<file path="src/rtl/mlp_weight_bank_mem_if.sv">
// Loader stream and parallel read bus for the MLP weight bank store.
// master drives loads/reads; slave is the memory.
interface mlp_weight_bank_mem_if #(
    parameter int NUM_BANKS  = 4,
    parameter int DATA_WIDTH = 16,
    parameter int ADDR_WIDTH = 3
);
    logic                            load_start;
    logic                            in_valid;
    logic [DATA_WIDTH-1:0]           in_data;
    logic                            in_ready;
    logic                            load_done;
    logic                            weights_valid;
    logic                            busy;
    logic                            rd_en;
    logic [ADDR_WIDTH-1:0]           rd_addr;
    logic                            rd_valid;
    logic [NUM_BANKS*DATA_WIDTH-1:0] rd_data;

    modport master (
        output load_start, in_valid, in_data, rd_en, rd_addr,
        input  in_ready, load_done, weights_valid, busy,
        input  rd_valid, rd_data
    );

    modport slave (
        input  load_start, in_valid, in_data, rd_en, rd_addr,
        output in_ready, load_done, weights_valid, busy,
        output rd_valid, rd_data
    );
endinterface

</file>
<file path="src/rtl/mlp_weight_bank_mem.sv">
// Multi-bank MLP weight store: streamed address-major load, full-column read.
// Optional per-word even parity with sticky error: MLP_WEIGHT_MEM_PARITY_EN.
module mlp_weight_bank_mem #(
    parameter int NUM_BANKS  = 4,
    parameter int DEPTH      = 8,
    parameter int DATA_WIDTH = 16,
    parameter int ADDR_WIDTH = $clog2(DEPTH)
) (
    input  logic clk,
    input  logic rst,
`ifdef MLP_WEIGHT_MEM_PARITY_EN
    output logic parity_err,
`endif
    mlp_weight_bank_mem_if.slave bus
);
    localparam int BW = (NUM_BANKS > 1) ? $clog2(NUM_BANKS) : 1;
`ifdef MLP_WEIGHT_MEM_PARITY_EN
    localparam int MW = DATA_WIDTH + 1;
`else
    localparam int MW = DATA_WIDTH;
`endif
    localparam logic [BW-1:0]         LAST_BANK = BW'(NUM_BANKS - 1);
    localparam logic [ADDR_WIDTH-1:0] LAST_ADDR = ADDR_WIDTH'(DEPTH - 1);
    localparam logic [ADDR_WIDTH:0]   DEPTH_W   = (ADDR_WIDTH + 1)'(DEPTH);

    typedef enum logic [1:0] {IDLE, LOAD, READY} state_t;

    state_t                  state;
    state_t                  state_nx;
    logic [BW-1:0]           bank_cnt;
    logic [ADDR_WIDTH-1:0]   addr_cnt;
    logic                    in_ready;
    logic                    accept;
    logic                    last;
    logic                    rd_fire;
    logic                    addr_ok;
    logic                    load_done;
    logic                    weights_valid;
    logic                    rd_valid;
    logic [MW-1:0]           wword;
    logic [MW-1:0]           mem [NUM_BANKS][DEPTH];
    logic [MW-1:0]           lane_q [NUM_BANKS];
    logic [NUM_BANKS*DATA_WIDTH-1:0] rd_word;

    always_comb begin
        state_nx = state;
        in_ready = (state == LOAD) && !bus.load_start;
        accept   = in_ready && bus.in_valid;
        last     = accept && (bank_cnt == LAST_BANK)
                   && (addr_cnt == LAST_ADDR);
        unique case (state)
            IDLE:    if (bus.load_start) state_nx = LOAD;
            LOAD:    if (last)           state_nx = READY;
            READY:   if (bus.load_start) state_nx = LOAD;
            default:                     state_nx = IDLE;
        endcase
    end

    always_ff @(posedge clk or posedge rst) begin
        if (rst) state <= IDLE;
        else     state <= state_nx;
    end

    // bank_cnt is the fast index, so words land address-major across banks
    always_ff @(posedge clk or posedge rst) begin
        if (rst) begin
            bank_cnt      <= '0;
            addr_cnt      <= '0;
            load_done     <= 1'b0;
            weights_valid <= 1'b0;
        end else begin
            load_done <= last;
            if (bus.load_start) begin
                bank_cnt      <= '0;
                addr_cnt      <= '0;
                weights_valid <= 1'b0;
            end else if (accept) begin
                if (bank_cnt == LAST_BANK) begin
                    bank_cnt <= '0;
                    addr_cnt <= (addr_cnt == LAST_ADDR) ? '0
                                : addr_cnt + ADDR_WIDTH'(1);
                end else begin
                    bank_cnt <= bank_cnt + BW'(1);
                end
                if (last) weights_valid <= 1'b1;
            end
        end
    end

`ifdef MLP_WEIGHT_MEM_PARITY_EN
    assign wword = {^bus.in_data, bus.in_data};
`else
    assign wword = bus.in_data;
`endif

    always_ff @(posedge clk) begin
        if (accept) mem[bank_cnt][addr_cnt] <= wword;
    end

    assign rd_fire = bus.rd_en && (state != LOAD);
    assign addr_ok = {1'b0, bus.rd_addr} < DEPTH_W;

    always_ff @(posedge clk or posedge rst) begin
        if (rst) begin
            rd_valid <= 1'b0;
            for (int b = 0; b < NUM_BANKS; b++) lane_q[b] <= '0;
        end else begin
            rd_valid <= rd_fire;
            if (rd_fire) begin
                for (int b = 0; b < NUM_BANKS; b++)
                    lane_q[b] <= addr_ok ? mem[b][bus.rd_addr] : '0;
            end
        end
    end

    always_comb begin
        rd_word = '0;
        for (int b = 0; b < NUM_BANKS; b++)
            rd_word[b*DATA_WIDTH +: DATA_WIDTH] = lane_q[b][DATA_WIDTH-1:0];
    end

`ifdef MLP_WEIGHT_MEM_PARITY_EN
    logic                 ok_q;
    logic [NUM_BANKS-1:0] lane_bad;

    always_ff @(posedge clk or posedge rst) begin
        if (rst)          ok_q <= 1'b0;
        else if (rd_fire) ok_q <= addr_ok;
    end

    always_comb begin
        lane_bad = '0;
        for (int b = 0; b < NUM_BANKS; b++)
            lane_bad[b] = ok_q && (^lane_q[b]);
    end

    always_ff @(posedge clk or posedge rst) begin
        if (rst)                           parity_err <= 1'b0;
        else if (bus.load_start)           parity_err <= 1'b0;
        else if (rd_valid && |lane_bad)    parity_err <= 1'b1;
    end
`endif

    assign bus.in_ready      = in_ready;
    assign bus.load_done     = load_done;
    assign bus.weights_valid = weights_valid;
    assign bus.busy          = (state == LOAD);
    assign bus.rd_valid      = rd_valid;
    assign bus.rd_data       = rd_word;
endmodule

</file>
<file path="src/flat_wrapper.sv">
// flat-port wrapper written by rule: the top's interface ports become plain ports
module mlp_weight_bank_mem_flat 
#(
    parameter int NUM_BANKS  = 4,
    parameter int DEPTH      = 8,
    parameter int DATA_WIDTH = 16,
    parameter int ADDR_WIDTH = $clog2(DEPTH)
)
  (clk, rst, bus_load_start, bus_in_valid, bus_in_data, bus_rd_en, bus_rd_addr, bus_in_ready, bus_load_done, bus_weights_valid, bus_busy, bus_rd_valid, bus_rd_data);
  mlp_weight_bank_mem_if #(.NUM_BANKS(NUM_BANKS), .DATA_WIDTH(DATA_WIDTH), .ADDR_WIDTH(ADDR_WIDTH)) bus_i ();
  input  logic clk;
  input  logic rst;
  input wire logic [$bits(bus_i.load_start)-1:0] bus_load_start;
  input wire logic [$bits(bus_i.in_valid)-1:0] bus_in_valid;
  input wire logic [$bits(bus_i.in_data)-1:0] bus_in_data;
  input wire logic [$bits(bus_i.rd_en)-1:0] bus_rd_en;
  input wire logic [$bits(bus_i.rd_addr)-1:0] bus_rd_addr;
  output wire logic [$bits(bus_i.in_ready)-1:0] bus_in_ready;
  output wire logic [$bits(bus_i.load_done)-1:0] bus_load_done;
  output wire logic [$bits(bus_i.weights_valid)-1:0] bus_weights_valid;
  output wire logic [$bits(bus_i.busy)-1:0] bus_busy;
  output wire logic [$bits(bus_i.rd_valid)-1:0] bus_rd_valid;
  output wire logic [$bits(bus_i.rd_data)-1:0] bus_rd_data;
  assign bus_i.load_start = bus_load_start;
  assign bus_i.in_valid = bus_in_valid;
  assign bus_i.in_data = bus_in_data;
  assign bus_i.rd_en = bus_rd_en;
  assign bus_i.rd_addr = bus_rd_addr;
  assign bus_in_ready = bus_i.in_ready;
  assign bus_load_done = bus_i.load_done;
  assign bus_weights_valid = bus_i.weights_valid;
  assign bus_busy = bus_i.busy;
  assign bus_rd_valid = bus_i.rd_valid;
  assign bus_rd_data = bus_i.rd_data;
  mlp_weight_bank_mem #(.NUM_BANKS(NUM_BANKS), .DEPTH(DEPTH), .DATA_WIDTH(DATA_WIDTH), .ADDR_WIDTH(ADDR_WIDTH)) u_core (.clk(clk), .rst(rst), .bus(bus_i));
endmodule
</file>
<file path="config.mk">
export PLATFORM = sky130hd
export DESIGN_NAME = mlp_weight_bank_mem_flat
export DESIGN_NICKNAME = d
export VERILOG_FILES = /design/src/rtl/mlp_weight_bank_mem_if.sv /design/src/rtl/mlp_weight_bank_mem.sv /design/src/flat_wrapper.sv
export SDC_FILE = /design/constraint.sdc
export NUM_CORES = 1
export LEC_CHECK = 0
export ABC_CLOCK_PERIOD_IN_PS = 2900
export CORE_ASPECT_RATIO = 0.9
export CORE_MARGIN = 4
export CORE_UTILIZATION = 55
export DETAILED_ROUTE_END_ITERATION = 7
export GPL_TIMING_DRIVEN = 0
export PLACE_DENSITY_LB_ADDON = 0.3
export REMOVE_ABC_BUFFERS = 1
export SLEW_MARGIN = 10
export SYNTH_ARGS = -nofsm -noshare
export SYNTH_HDL_FRONTEND = slang
export SYNTH_SLANG_ARGS = --single-unit
</file>
<file path="constraint.sdc">
create_clock -name clk -period 2.9 [get_ports clk]
set_clock_uncertainty 0.1 [all_clocks]
set_input_delay 0.87 -clock clk [delete_from_list [all_inputs] [get_ports clk]]
set_output_delay 0.87 -clock clk [all_outputs]
set_load 0.005 [all_outputs]
</file>
; ---- Yosys cells after proc, flatten, opt, wreduce, memory -nomap -nowiden
; Memories as Yosys holds them, arrays and structs flattened.
; Index checks and enable logic that the tools add are counted.
[totals]
regBits = 74
latchBits = 0
mem_bits_rw = 512
mem_bits_ro = 0
out_inout_bits = 69
memories = 1
[classes]
add_sub_neg = 2
n_mul = 0
n_div = 0
magnitude_cmp = 3
eq_ne = 7
shift = 0
mux = 29
n_bitwise = 2
reduce_logical = 15
[mem_list]
columns = memory, words, width, read_ports, rd_ports_with_merged_regs, write_ports, line_no
row1 = u_core.mem, 4, 128, 4, 0, 1, mlp_weight_bank_mem.sv:41  ; logic [MW-1:0] mem [NUM_BANKS][DEPTH];
[op_table]
columns = operator, count
row1 = $bmux W16 S3, 4
row2 = $mux W16, 9
row3 = $mux W128, 1
row4 = $demux W16 S3, 1
row5 = $mux W3, 4
row6 = $mux W2, 5
row7 = $ge A4 B4 Y1 const B, 2
row8 = $not A3 Y4, 2
row9 = $logic_and A1 B1 Y1, 6
row10 = $ne A2 B1 Y1 const B, 3
row11 = $reduce_and A2 Y1, 3
row12 = $reduce_bool A2 Y1, 3
row13 = $eq A2 B2 Y1 const B, 2
row14 = $lt A4 B1 Y1 const B, 1
row15 = $mux W1, 4
row16 = $pmux W2 S2, 1
row17 = $add A3 B1 Y3 const B, 1
row18 = $eq A3 B3 Y1 const B, 1
row19 = $add A2 B1 Y2 const B, 1
row20 = $eq A2 B1 Y1 const B, 1
row21 = $logic_not A2 Y1, 1
row22 = $reduce_or A2 Y1, 1
row23 = $logic_not A1 Y1, 1

; ---- Longest topological paths before layout
[depth]
word_depth = 8
mapped_depth = 6
ltp_nobuf = 5

; ---- Worst setup path before layout
; No wires, ideal clock.
[synth_timing]
kind = input -> register
startpoint = input bus_load_start
endpoint = memory u_core.mem[1][100] (netlist name), enable pin
setup_time_ps = 388
arrival_time_ps = 2152
required_time_ps = 2412
setup_slack_ps = 259
stages = 4
cell_sequence = clkbuf_1 nor2b_1 nand3_1 nor2_1
[synth_between]
elab_chain_len = 5
[synth_lines]
columns = element, line_no
row1 = "start, declared", flat_wrapper.sv:13  ; input wire logic [$bits(bus_i.load_start)-1:0] bus_load_start;
row2 = $logic_not A1 Y1, mlp_weight_bank_mem.sv:47  ; in_ready = (state == LOAD) && !bus.load_start;
row3 = $logic_and A1 B1 Y1, mlp_weight_bank_mem.sv:47
row4 = $logic_and A1 B1 Y1, mlp_weight_bank_mem.sv:48  ; accept = in_ready && bus.in_valid;
row5 = $mux W1, mlp_weight_bank_mem.sv:97  ; if (accept) mem[bank_cnt][addr_cnt] <= wword;
row6 = $mux W128 (not written as such), mlp_weight_bank_mem.sv:97
row7 = "end, declared", mlp_weight_bank_mem.sv:41
; No other way between the ends.

; ---- Final worst setup path
[layout_timing]
startpoint = register u_core.state[1]
endpoint = output bus_in_ready
[layout_between]
elab_chain_len = 2
[layout_lines]
columns = element, line_no
row1 = "start, declared", mlp_weight_bank_mem.sv:28  ; state_t state;
row2 = "start signal, assigned", mlp_weight_bank_mem.sv:61  ; else state <= state_nx;
row3 = $eq A2 B1 Y1, mlp_weight_bank_mem.sv:47
row4 = $logic_and A1 B1 Y1, mlp_weight_bank_mem.sv:47
row5 = "end, declared", flat_wrapper.sv:18  ; output wire logic [$bits(bus_i.in_ready)-1:0] bus_in_ready;
; No other way between the ends.

==> flow_metrics.tcl <==
set metrics [dict create \
    track_usage_pct 22.3 \
    area_growth_pct 16.6 \
    place_inst 1858 \
    worst-setup-path-type "flop to output port" \
    ys.flop_type "edfxtp_1" \
    clk_latency_ns 0.58 \
    reg2reg_setup_slack_ns 0.45 \
    seqPwrFrac_pct 52.8 \
    antenna_found_initial 1 \
    vias 11900 \
    syn_area_per_cell_sq_um 18.2 \
    firstDrtPassIters 5 \
    finalSetupViolCount 0 \
    outcome "complete, no violations" \
    ant_nets 0 \
    first_iter_violations 1084 \
    final_layout_size_suffix_gt1_share_pct 26.7 \
    htree_levels 2 \
    dp_hpwl_microns 29200 \
    rows 70 \
    required_ns 1.93 \
    layout_setup_ws_ns 0.0279 \
    pwr-share-comb_pct 4.1 \
    cp.arrival_ns 1.90 \
    leakagePower_uw 0.00944 \
    grt_start_max_net_pins 99 \
    rr_worst_depth 4 \
    synth_fa_ha_area_share_pct 0.326 \
    wl_microns 51000 \
    synth-compound-area-share_pct 9.05 \
    r2r-start "u_core.state[0]$_DFFE_PP0P_" \
    hold_slack_ns 0.393 \
    core_area_sq_mm 0.0410 \
    instances_no_fill 1964 \
    dr_wl_met2_microns 24900 \
    max-vdd-ir-drop_mv 0.539 \
    r2r_end "u_core.mem[2][94]$_DFFE_PP_" \
    start_util_pct 56.2 \
    synth_top_family_by_area "multiplexers" \
    swShare_pct 19.8 \
    setup-tns-final_ns 0 \
    finalCritPeriodShare_pct 99.0 \
    mostFrequentLayoutCells "edfxtp_1, mux2i_1, mux2_2" \
    grt_pass1_wl_microns 76200 \
    die_area_sq_mm 0.0452 \
    critPathMaxFanout 4 \
    worst_pin_slew_ns 1.22 \
    numCtsBuffers 55 \
    yosysWarnings 0 \
    layout_commonest_cell "edfxtp_1" \
    ys_ff_latch 586 \
    ys_types 33 \
    rsz0062_at_grt "no" \
    port_buffers 92 \
    pre_cts_slack_ns -0.471 \
    synth_mux_area_share_pct 12.0 \
    antennaDiodeCount 0 \
    grt_pass1_vias 12300 \
    clock.fmax_mhz 348 \
    maxCapViolCount 0 \
    start_kind "flop" \
    end_kind "output port" \
    p_sw_uw 3460 \
    globalplace.congestion 0.751 \
    hold_path.class "flop to flop" \
    routedWlPerCell_microns 26.0 \
    clk_pin_slew_ns 0.06 \
    wl_met3_microns 3290 \
    drt-met1-wl_microns 21500 \
    power_density_mw_per_mm2 651 \
    fp.dieW_microns 224 \
    top_layer "met5" \
    maxSlewHeadroom_pct 18.3 \
    p_int_uw 14000 \
    synth-async-reset-ratio_pct 12.6 \
    synth_cells 1262 \
    cts_tree "built" \
    clockBufferDepth 3 \
    io_pins 93 \
    synth_edf_count 512 \
    grt-ovfl-total 0 \
    die_y_microns 202 \
    synth_area_sq_mm 0.0230 \
    finalPower_uw 17500 \
    period_needed_ns 2.87 \
    cts-root-buf "clkbuf_16" \
    synth_xor_xnor_area_share_pct 0.0761 \
    synthSimpleGateAreaFrac_pct 1.21 \
    min_from "u_core.bus.weights_valid$_DFFE_PP0P_" \
    via_per_inst 6.08 \
    drc_errors 0 \
    yosysSeqAreaShare_pct 74.8 \
    clock_power_share_pct 43.2 \
    cts.sinks 586 \
    hold_depth 1 \
    drv_slew 0 \
    hold_violations 0 \
    min_to "u_core.bus.weights_valid$_DFFE_PP0P_" \
    final_nets 1408 \
]
==> how the worst max path moves through the flow <==
stage | slack (ns) | endpoint | startpoint | cells after the start
after floorplan | -0.82 | u_core.bus.rd_data[11]$_DFFE_PP0P_ | bus_rd_addr[2] | 3
after global placement | -10.30 | u_core.bus.rd_data[57]$_DFFE_PP0P_ | bus_rd_addr[0] | 4
after detailed placement | -0.47 | u_core.mem[3][67]$_DFFE_PP_ | bus_in_valid | 5
after CTS | -0.03 | bus_in_ready | bus_load_start | 3
after global routing | 0.0007 | bus_in_ready | u_core.state[1]$_DFFE_PP0P_ | 3
final | 0.03 | bus_in_ready | u_core.state[1]$_DFFE_PP0P_ | 3
==> area by class of cell <==
| type | count | area [sq um] |
|---|---|---|
| multi-input cells | 589 | 5340 |
| flip-flops and latches | 586 | 17200 |
| fillers | 2768 | 14100 |
| repair inverters | 1 | 8.76 |
| well taps | 540 | 676 |
| clock inverters | 26 | 329 |
| repair buffers | 138 | 1610 |
| clock buffers | 77 | 1600 |
| inverters | 7 | 47.5 |
==> stage by stage <==
stage                     area (sq um)  utilization (%)
after floorplan                  22500                -
after global placement           24100             58.7
after detailed placement         24900             60.8
after CTS                        26900             65.7
after global routing             26800             65.5
final                            26800             65.5
==> sequential cells by signal, summed over array words and instances, names as in the netlist <==
signal and cells:
u_core.bus.weights_valid 1, u_core.mem 512, u_core.bus.rd_data 64, u_core.bus.load_done 1, u_core.state 2, u_core.addr_cnt 3
u_core.bus.rd_valid 1, u_core.bank_cnt 2
==> critical path, cell delays in order, from the launching register on <==
cell	delay, ns
dfrtp_1	0.42
nand2b_4	0.23
nor2_4	0.16
clkdlybuf4s50_1	0.52
==> per-layer routing <==
layer,track usage (%),vias to the layer above
met3,3.28,94
met5,0,-
li1,-,5279
met1,31.6,6168
met4,6.08,2
met2,36.7,403
==> power groups by stage <==
| stage | Sequential (uW) | Clock (uW) | Combinational (uW) |
|---|---|---|---|
| floorplan | 9390 | 0 | 324 |
| global placement | 9400 | 0 | 886 |
| detailed placement | 9400 | 0 | 721 |
| CTS | 9220 | 7650 | 724 |
| global route | 9210 | 7990 | 761 |
| finish | 9210 | 7540 | 712 |
==> Yosys cell counts, types with 4 or more instances <==
library cell | instances | share of area (%)
inv_1 | 6 | 0.098
edfxtp_1 | 512 | 67
nand2b_1 | 4 | 0.11
buf_6 | 12 | 0.59
buf_1 | 9 | 0.15
ha_1 | 6 | 0.33
o21ai_1 | 14 | 0.30
clkbuf_1 | 32 | 0.52
o31ai_1 | 4 | 0.13
buf_4 | 9 | 0.29
buf_2 | 10 | 0.22
nand2_1 | 4 | 0.065
mux2i_1 | 131 | 5.7
o31ai_2 | 60 | 3.3
a22o_1 | 64 | 2.4
nor2_1 | 41 | 0.67
o21ai_0 | 50 | 1.1
mux2_2 | 126 | 6.2
buf_12 | 7 | 0.61
dfrtp_1 | 74 | 8.0
nand3_1 | 8 | 0.17
o22ai_1 | 65 | 1.8
==> timing repair <==
item / CTS / global route
setup endpoints to repair: 2 / 2
gates resized for setup: 9 / 3
setup buffers: 2 / 0
hold buffers: 0 / 0
gates cloned: 1 / 0
==> cells by family (layout without fill, tap and decap cells) <==
logic type,after synthesis,count (layout)
AOI/OAI and AO/OA,259,259
xor gates and xnor gates,2,2
adders and majority gates,6,6
buffers and inverters,87,249
DFF,586,586
muxes,259,259
and+or+nand+nor,63,63
Note: power is estimated with default switching activity, not from simulation.
